File: src/rtl/uart_pkg.sv
// rtl/uart_pkg.sv - shared UART states and default line timing
package uart_pkg;

    localparam int CLK_FREQ_DEFAULT   = 48000000;
    localparam int BAUD_DEFAULT       = 9600;
    localparam int OVERSAMPLE_DEFAULT = 16;

    typedef enum logic [2:0] {
        IDLE,
        START,
        DATA,
`ifdef UART_RX_PARITY_EN
        PARITY,
`endif
        STOP,
        WAIT_HIGH
    } uart_state_t;

    function automatic int calc_div(input int clk_freq, input int baud, input int oversample);
        return clk_freq / (baud * oversample);
    endfunction

endpackage

File: src/rtl/uart_baud_tick.sv
// rtl/uart_baud_tick.sv - oversample tick divider with synchronous restart
module uart_baud_tick #(
    parameter int DIV = 312
) (
    input  logic clk,
    input  logic rst_n,
    input  logic i_restart,
    output logic o_tick
);

    localparam int              CNT_W = (DIV > 1) ? $clog2(DIV) : 1;
    localparam logic [CNT_W-1:0] LAST = CNT_W'(DIV - 1);

    logic [CNT_W-1:0] r_cnt;

    always_ff @(posedge clk or negedge rst_n) begin
        if (!rst_n) begin
            r_cnt <= '0;
        end else if (i_restart || (r_cnt == LAST)) begin
            r_cnt <= '0;
        end else begin
            r_cnt <= r_cnt + 1'b1;
        end
    end

    // A restart suppresses the tick so the first tick lands DIV clocks after it.
    assign o_tick = (r_cnt == LAST) && !i_restart;

endmodule

File: src/rtl/uart_rx.sv
// rtl/uart_rx.sv - oversampling UART receiver, 8 data bits, 1 stop bit
// Define UART_RX_PARITY_EN to expect one even-parity bit after the data bits.
module uart_rx
    import uart_pkg::*;
#(
    parameter int CLK_FREQ   = CLK_FREQ_DEFAULT,
    parameter int BAUD       = BAUD_DEFAULT,
    parameter int OVERSAMPLE = OVERSAMPLE_DEFAULT
) (
    input  logic       clk,
    input  logic       rst_n,
    input  logic       in,
    output logic [7:0] data,
    output logic       flag_valid,
    output logic       flag_busy,
    output logic       flag_frame_err,
    output logic       flag_parity_err
);

    localparam int                DIV     = calc_div(CLK_FREQ, BAUD, OVERSAMPLE);
    localparam int                TICK_W  = $clog2(OVERSAMPLE);
    localparam logic [TICK_W-1:0] MID_CNT = TICK_W'(OVERSAMPLE / 2 - 1);
    localparam logic [TICK_W-1:0] END_CNT = TICK_W'(OVERSAMPLE - 1);

    uart_state_t       r_state;
    uart_state_t       w_next_state;
    logic [1:0]        r_sync;
    logic              r_rx_prev;
    logic [TICK_W-1:0] r_tick_cnt;
    logic [2:0]        r_bit_cnt;
    logic [7:0]        r_shift;
    logic [7:0]        r_data;
    logic              r_valid;
    logic              r_frame_err;
    logic              r_parity_out;
    logic              w_rx;
    logic              w_tick;
    logic              w_start_edge;
    logic              w_mid_sample;
    logic              w_bit_sample;

    assign w_rx         = r_sync[1];
    assign w_start_edge = (r_state == IDLE) && r_rx_prev && !w_rx;
    assign w_mid_sample = w_tick && (r_tick_cnt == MID_CNT);
    assign w_bit_sample = w_tick && (r_tick_cnt == END_CNT);

    uart_baud_tick #(
        .DIV(DIV)
    ) u_baud_tick (
        .clk      (clk),
        .rst_n    (rst_n),
        .i_restart(w_start_edge),
        .o_tick   (w_tick)
    );

    always_ff @(posedge clk or negedge rst_n) begin
        if (!rst_n) begin
            r_sync    <= 2'b11;
            r_rx_prev <= 1'b1;
            r_state   <= IDLE;
        end else begin
            r_sync    <= {r_sync[0], in};
            r_rx_prev <= w_rx;
            r_state   <= w_next_state;
        end
    end

    always_comb begin
        w_next_state = r_state;
        case (r_state)
            IDLE:      if (w_start_edge) w_next_state = START;
            START:     if (w_mid_sample) w_next_state = w_rx ? IDLE : DATA;
`ifdef UART_RX_PARITY_EN
            DATA:      if (w_bit_sample && (r_bit_cnt == 3'd7)) w_next_state = PARITY;
            PARITY:    if (w_bit_sample) w_next_state = STOP;
`else
            DATA:      if (w_bit_sample && (r_bit_cnt == 3'd7)) w_next_state = STOP;
`endif
            STOP:      if (w_bit_sample) w_next_state = w_rx ? IDLE : WAIT_HIGH;
            WAIT_HIGH: if (w_rx) w_next_state = IDLE;
            default:   w_next_state = IDLE;
        endcase
    end

`ifdef UART_RX_PARITY_EN
    logic r_par_err;

    always_ff @(posedge clk or negedge rst_n) begin
        if (!rst_n) begin
            r_par_err <= 1'b0;
        end else if ((r_state == PARITY) && w_bit_sample) begin
            r_par_err <= (^r_shift) ^ w_rx;
        end
    end
`else
    logic r_par_err;
    assign r_par_err = 1'b0;
`endif

    always_ff @(posedge clk or negedge rst_n) begin
        if (!rst_n) begin
            r_tick_cnt   <= '0;
            r_bit_cnt    <= '0;
            r_shift      <= '0;
            r_data       <= '0;
            r_valid      <= 1'b0;
            r_frame_err  <= 1'b0;
            r_parity_out <= 1'b0;
        end else begin
            r_valid      <= 1'b0;
            r_frame_err  <= 1'b0;
            r_parity_out <= 1'b0;

            // Sample points are counted from the start-bit mid-point, not the edge.
            if (w_start_edge || ((r_state == START) && w_mid_sample) || w_bit_sample) begin
                r_tick_cnt <= '0;
            end else if (w_tick) begin
                r_tick_cnt <= r_tick_cnt + 1'b1;
            end

            if (r_state == START) begin
                r_bit_cnt <= '0;
            end else if ((r_state == DATA) && w_bit_sample) begin
                r_shift   <= {w_rx, r_shift[7:1]};
                r_bit_cnt <= r_bit_cnt + 3'd1;
            end

            if ((r_state == STOP) && w_bit_sample) begin
                r_data <= r_shift;
                if (w_rx) begin
                    r_valid      <= 1'b1;
                    r_parity_out <= r_par_err;
                end else begin
                    r_frame_err  <= 1'b1;
                end
            end
        end
    end

    assign data            = r_data;
    assign flag_valid      = r_valid;
    assign flag_busy       = (r_state != IDLE);
    assign flag_frame_err  = r_frame_err;
    assign flag_parity_err = r_parity_out;

endmodule

File: config.mk
export PLATFORM = sky130hd
export DESIGN_NAME = uart_rx
export DESIGN_NICKNAME = d
export VERILOG_FILES = /design/src/rtl/uart_pkg.sv /design/src/rtl/uart_baud_tick.sv /design/src/rtl/uart_rx.sv
export SDC_FILE = /design/constraint.sdc
export NUM_CORES = 1
export LEC_CHECK = 0
export CORE_AREA = 5 5 67 69
export DETAILED_ROUTE_END_ITERATION = 16
export DIE_AREA = 0 0 72 74
export GPL_ROUTABILITY_DRIVEN = 0
export GPL_TIMING_DRIVEN = 1
export PLACE_DENSITY = 0.68
export SKIP_CTS_REPAIR_TIMING = 1
export SLEW_MARGIN = 30
export SYNTH_ARGS = -nofsm -noshare
export SYNTH_HDL_FRONTEND = slang
export SYNTH_HIERARCHICAL = 1
export SYNTH_SLANG_ARGS = --single-unit
File: constraint.sdc
create_clock -name clk -period 2.7 [get_ports clk]
set_input_delay 0.675 -clock clk [delete_from_list [all_inputs] [get_ports clk]]
set_output_delay 0.675 -clock clk [all_outputs]
set_load 0.1 [all_outputs]
==> out/results.ini <==
[synthesis]
post_synth_xor_area_fraction = 0.0290
yosys.area_share.simple = 0.174
synth.most_common_cell = dfrtp_1
post_synth_inst_count = 144
synth-compound-area-share = 0.0711
synthDistinctLibCells = 43
synth.cell_area_um2 = 1810
post_synth_most_frequent_cells = dfrtp_1 (37), mux2_2 (18), nor2_1 (9)
synth_enable_flop_cells = 0
seq_area_frac_synth = 0.555
synth.area.mux_share = 0.117
synth-main-ff-cell = dfrtp_1
synth-adder-area-share = 0.0276
synth_top_cell_area_share = 0.511
synthTopCellsByArea = dfrtp_1 (51%), mux2_2 (11%), dfstp_2 (4.4%)
synth_largest_area_cell = dfrtp_1
synth_seq_cells = 40
synth_top_family_by_area = simple AND/OR/NAND/NOR gates
postSynthNetCount = 151
synthesis.yosys.warnings = 6
ys_async_sr_fraction = 1.00
syn-mean-instance-area_um2 = 12.6

[clock_network]
htreeDepth = 2
clkSinkCount = 40
clk_pin_slew_worst_paths_ps = 80
clockBufferDepth = 2
cts_tree = done
clock_root_buffer = clkbuf_8
worst_skew_pair.late_latency_ps = 290
total_clock_buffers_created_by_cts = 5

[sta]
worst_clk_skew_ps = 4.82
final_setup_violation_count = 0
max_clock_freq_ghz = 0.406
timing.final.hold_violations = 0
post_route_clock_period_utilization = 0.912
setup-tns-final_ps = 0
period_minus_slack_ps = 2460
hold_slack_ps = 339
final-max-slew-violation-count = 0
worst-slew-pin-transition_ps = 620
rsz0062_at_grt = false
slew_headroom = 0.586

[critical_path]
crit_path_max_fanout = 10
critical_path.endpoint_type = register
cp.arrival_ps = 2640
path_class = reg2reg
required_time_at_the_endpoint_of_the_critical_path_ps = 2870
slowest_delay_ps = 490
cell_at_the_slowest_stage_of_the_critical_path = nor3_4
worstSetupStartpointType = register
path_cells = ha_1 > nand2_1 > nor4bb_1 > nand4_1 > nor3_4 > mux2_2

[floorplan]
floorplan.initialDensity = 0.470
floorplan.io_pins = 15
die_w_um = 72
coreArea_um2 = 3860
core.rowCount = 23
die_area_um2 = 5330
die_h_um = 74

[global_route]
grt_start_max_net_pins = 41
total_routing_resource_utilization_after_global_routing = 0.131
antenna_found_initial = 0
grt_pass1_wl_mm = 5.46
number_of_global_route_vias_before_repair = 1205
gr-total-overflow = 0

[place]
place.detailed.instances = 207
placement.io_buffers = 13
dpl-instance-area_um2 = 1980
dp.final_hpwl_mm = 2.23

[cells_and_area]
final_area_um2 = 2070
final.fill_count = 337
post_layout_nonfiller_instances = 215
layout-drive-gt1-share = 0.327
finish.utilization = 0.537
areaGrowthSynthToFinish_pct = 14.3
design.final.nets = 171
antennaDiodeCount = 0

[detailed_routing]
detail_route.vias_per_cell = 5.48
via_count = 1178
routed_wirelength_mm = 2.99
drt_pre_antenna_iters = 4
postRouteAntennaNets = 0
drt-wirelength-per-cell_um = 13.9
drt-initial-drc-count = 97
drc_markers = 0

[pwr]
clock_power_frac = 0.299
power.share.switching = 0.291
total_switching_power_w = 0.000368
pwr-share-seq = 0.558
power-per-cell-area_nw_per_um2 = 611
vdd_drop_max_uv = 421
internal_power_w = 0.000898
cellLeakagePower_nw = 0.970
power.combinational.fraction = 0.143

[min_path]
hold_class = in2async

[run]
max_cap_viol_count = 0

[run_status]
run_status = completed

## registers in the layout (all words and copies together), names as in the netlist
name / flops
u_baud_tick/r_cnt: 9
data: 8
r_shift: 8
r_tick_cnt: 4
r_bit_cnt: 3
r_state: 3
r_sync: 2
flag_frame_err: 1
flag_valid: 1
r_rx_prev: 1
## area by class of cell
| type | instances | area (um^2) | share of cell area |
|---|---|---|---|
| Clock buffer | 5 | 68.8 | 0.0332 |
| Clock inverter | 3 | 18.8 | 0.00906 |
| Inverter | 2 | 7.51 | 0.00363 |
| Multi-Input combinational cell | 96 | 763 | 0.369 |
| Sequential cell | 40 | 1000 | 0.485 |
| Tap cell | 50 | 62.6 | 0.0302 |
| Timing Repair Buffer | 19 | 145 | 0.0701 |
## path summary, 6_finish.rpt
kind	startpoint	endpoint	slack (ps)	depth (start not counted)
setup / recovery	u_baud_tick/r_cnt[0]	data[3]	240	6
max in group asynchronous	rst_n	r_sync[1]	2000	1
hold reg to reg	r_sync[0]	r_sync[1]	360	0
hold / removal	rst_n	u_baud_tick/r_cnt[6]	340	1
min in group clk	r_sync[0]	r_sync[1]	360	0
setup reg to reg	u_baud_tick/r_cnt[0]	data[3]	240	6
## kinds of logic after synthesis
logic type,after synthesis
AOI/OAI and AO/OA,19
other,1
xor gates and xnor gates,6
muxes,19
adders and majority gates,4
and+or+nand+nor,47
DFF,40
buffers and inverters,8
## per-layer routing
layer / track usage / wire length, um
met1: 0.170 / 1360
met2: 0.211 / 1490
met3: 0.0338 / 107
met4: 0.0501 / 35
met5: 0 / 0
## layout by cell type (no fill, tap or decap), types with 2 or more instances in the layout
cell and count:
a21oi_1 4, a31oi_1 3, buf_4 18, clkbuf_8 5, clkinv_2 2, dfrtp_1 37, dfstp_2 3, ha_1 4
inv_1 2, mux2_2 18, nand2_1 4, nand3_1 5, nand4_1 4, nor2_1 9, nor2b_1 4, nor3_1 2
nor3b_1 2, nor4_1 2, o21a_1 2, o21ai_0 4, or3_1 4, xnor2_1 2, xor2_1 4
## critical path: cells and delay by family, from the launching register on
| family | cells | cell delay [ps] |
|---|---|---|
| DFF | 1 | 380 |
| and+or+nand+nor | 4 | 1290 |
| muxes | 1 | 390 |
| adders and majority gates | 1 | 270 |
## through the flow
stage / setup slack [ps] / power [W]
after floorplan: 263 / 0.000845
after global placement: 296 / 0.000888
after detailed placement: 231 / 0.000899
after CTS: 209 / 0.00128
after global routing: 33.7 / 0.00134
final: 237 / 0.00127
## power by group through the flow
stage          clock network [W]  logic (W)  registers [W]
6_report                0.000379   0.000181       0.000706
4_1_cts                 0.000395   0.000184       0.000705
3_5_place_dp                   0   0.000182       0.000717
5_1_grt                 0.000421   0.000205       0.000713
2_1_floorplan                  0   0.000141       0.000705
3_3_place_gp                   0   0.000175       0.000713
Power figures use the tool's default switching activity.
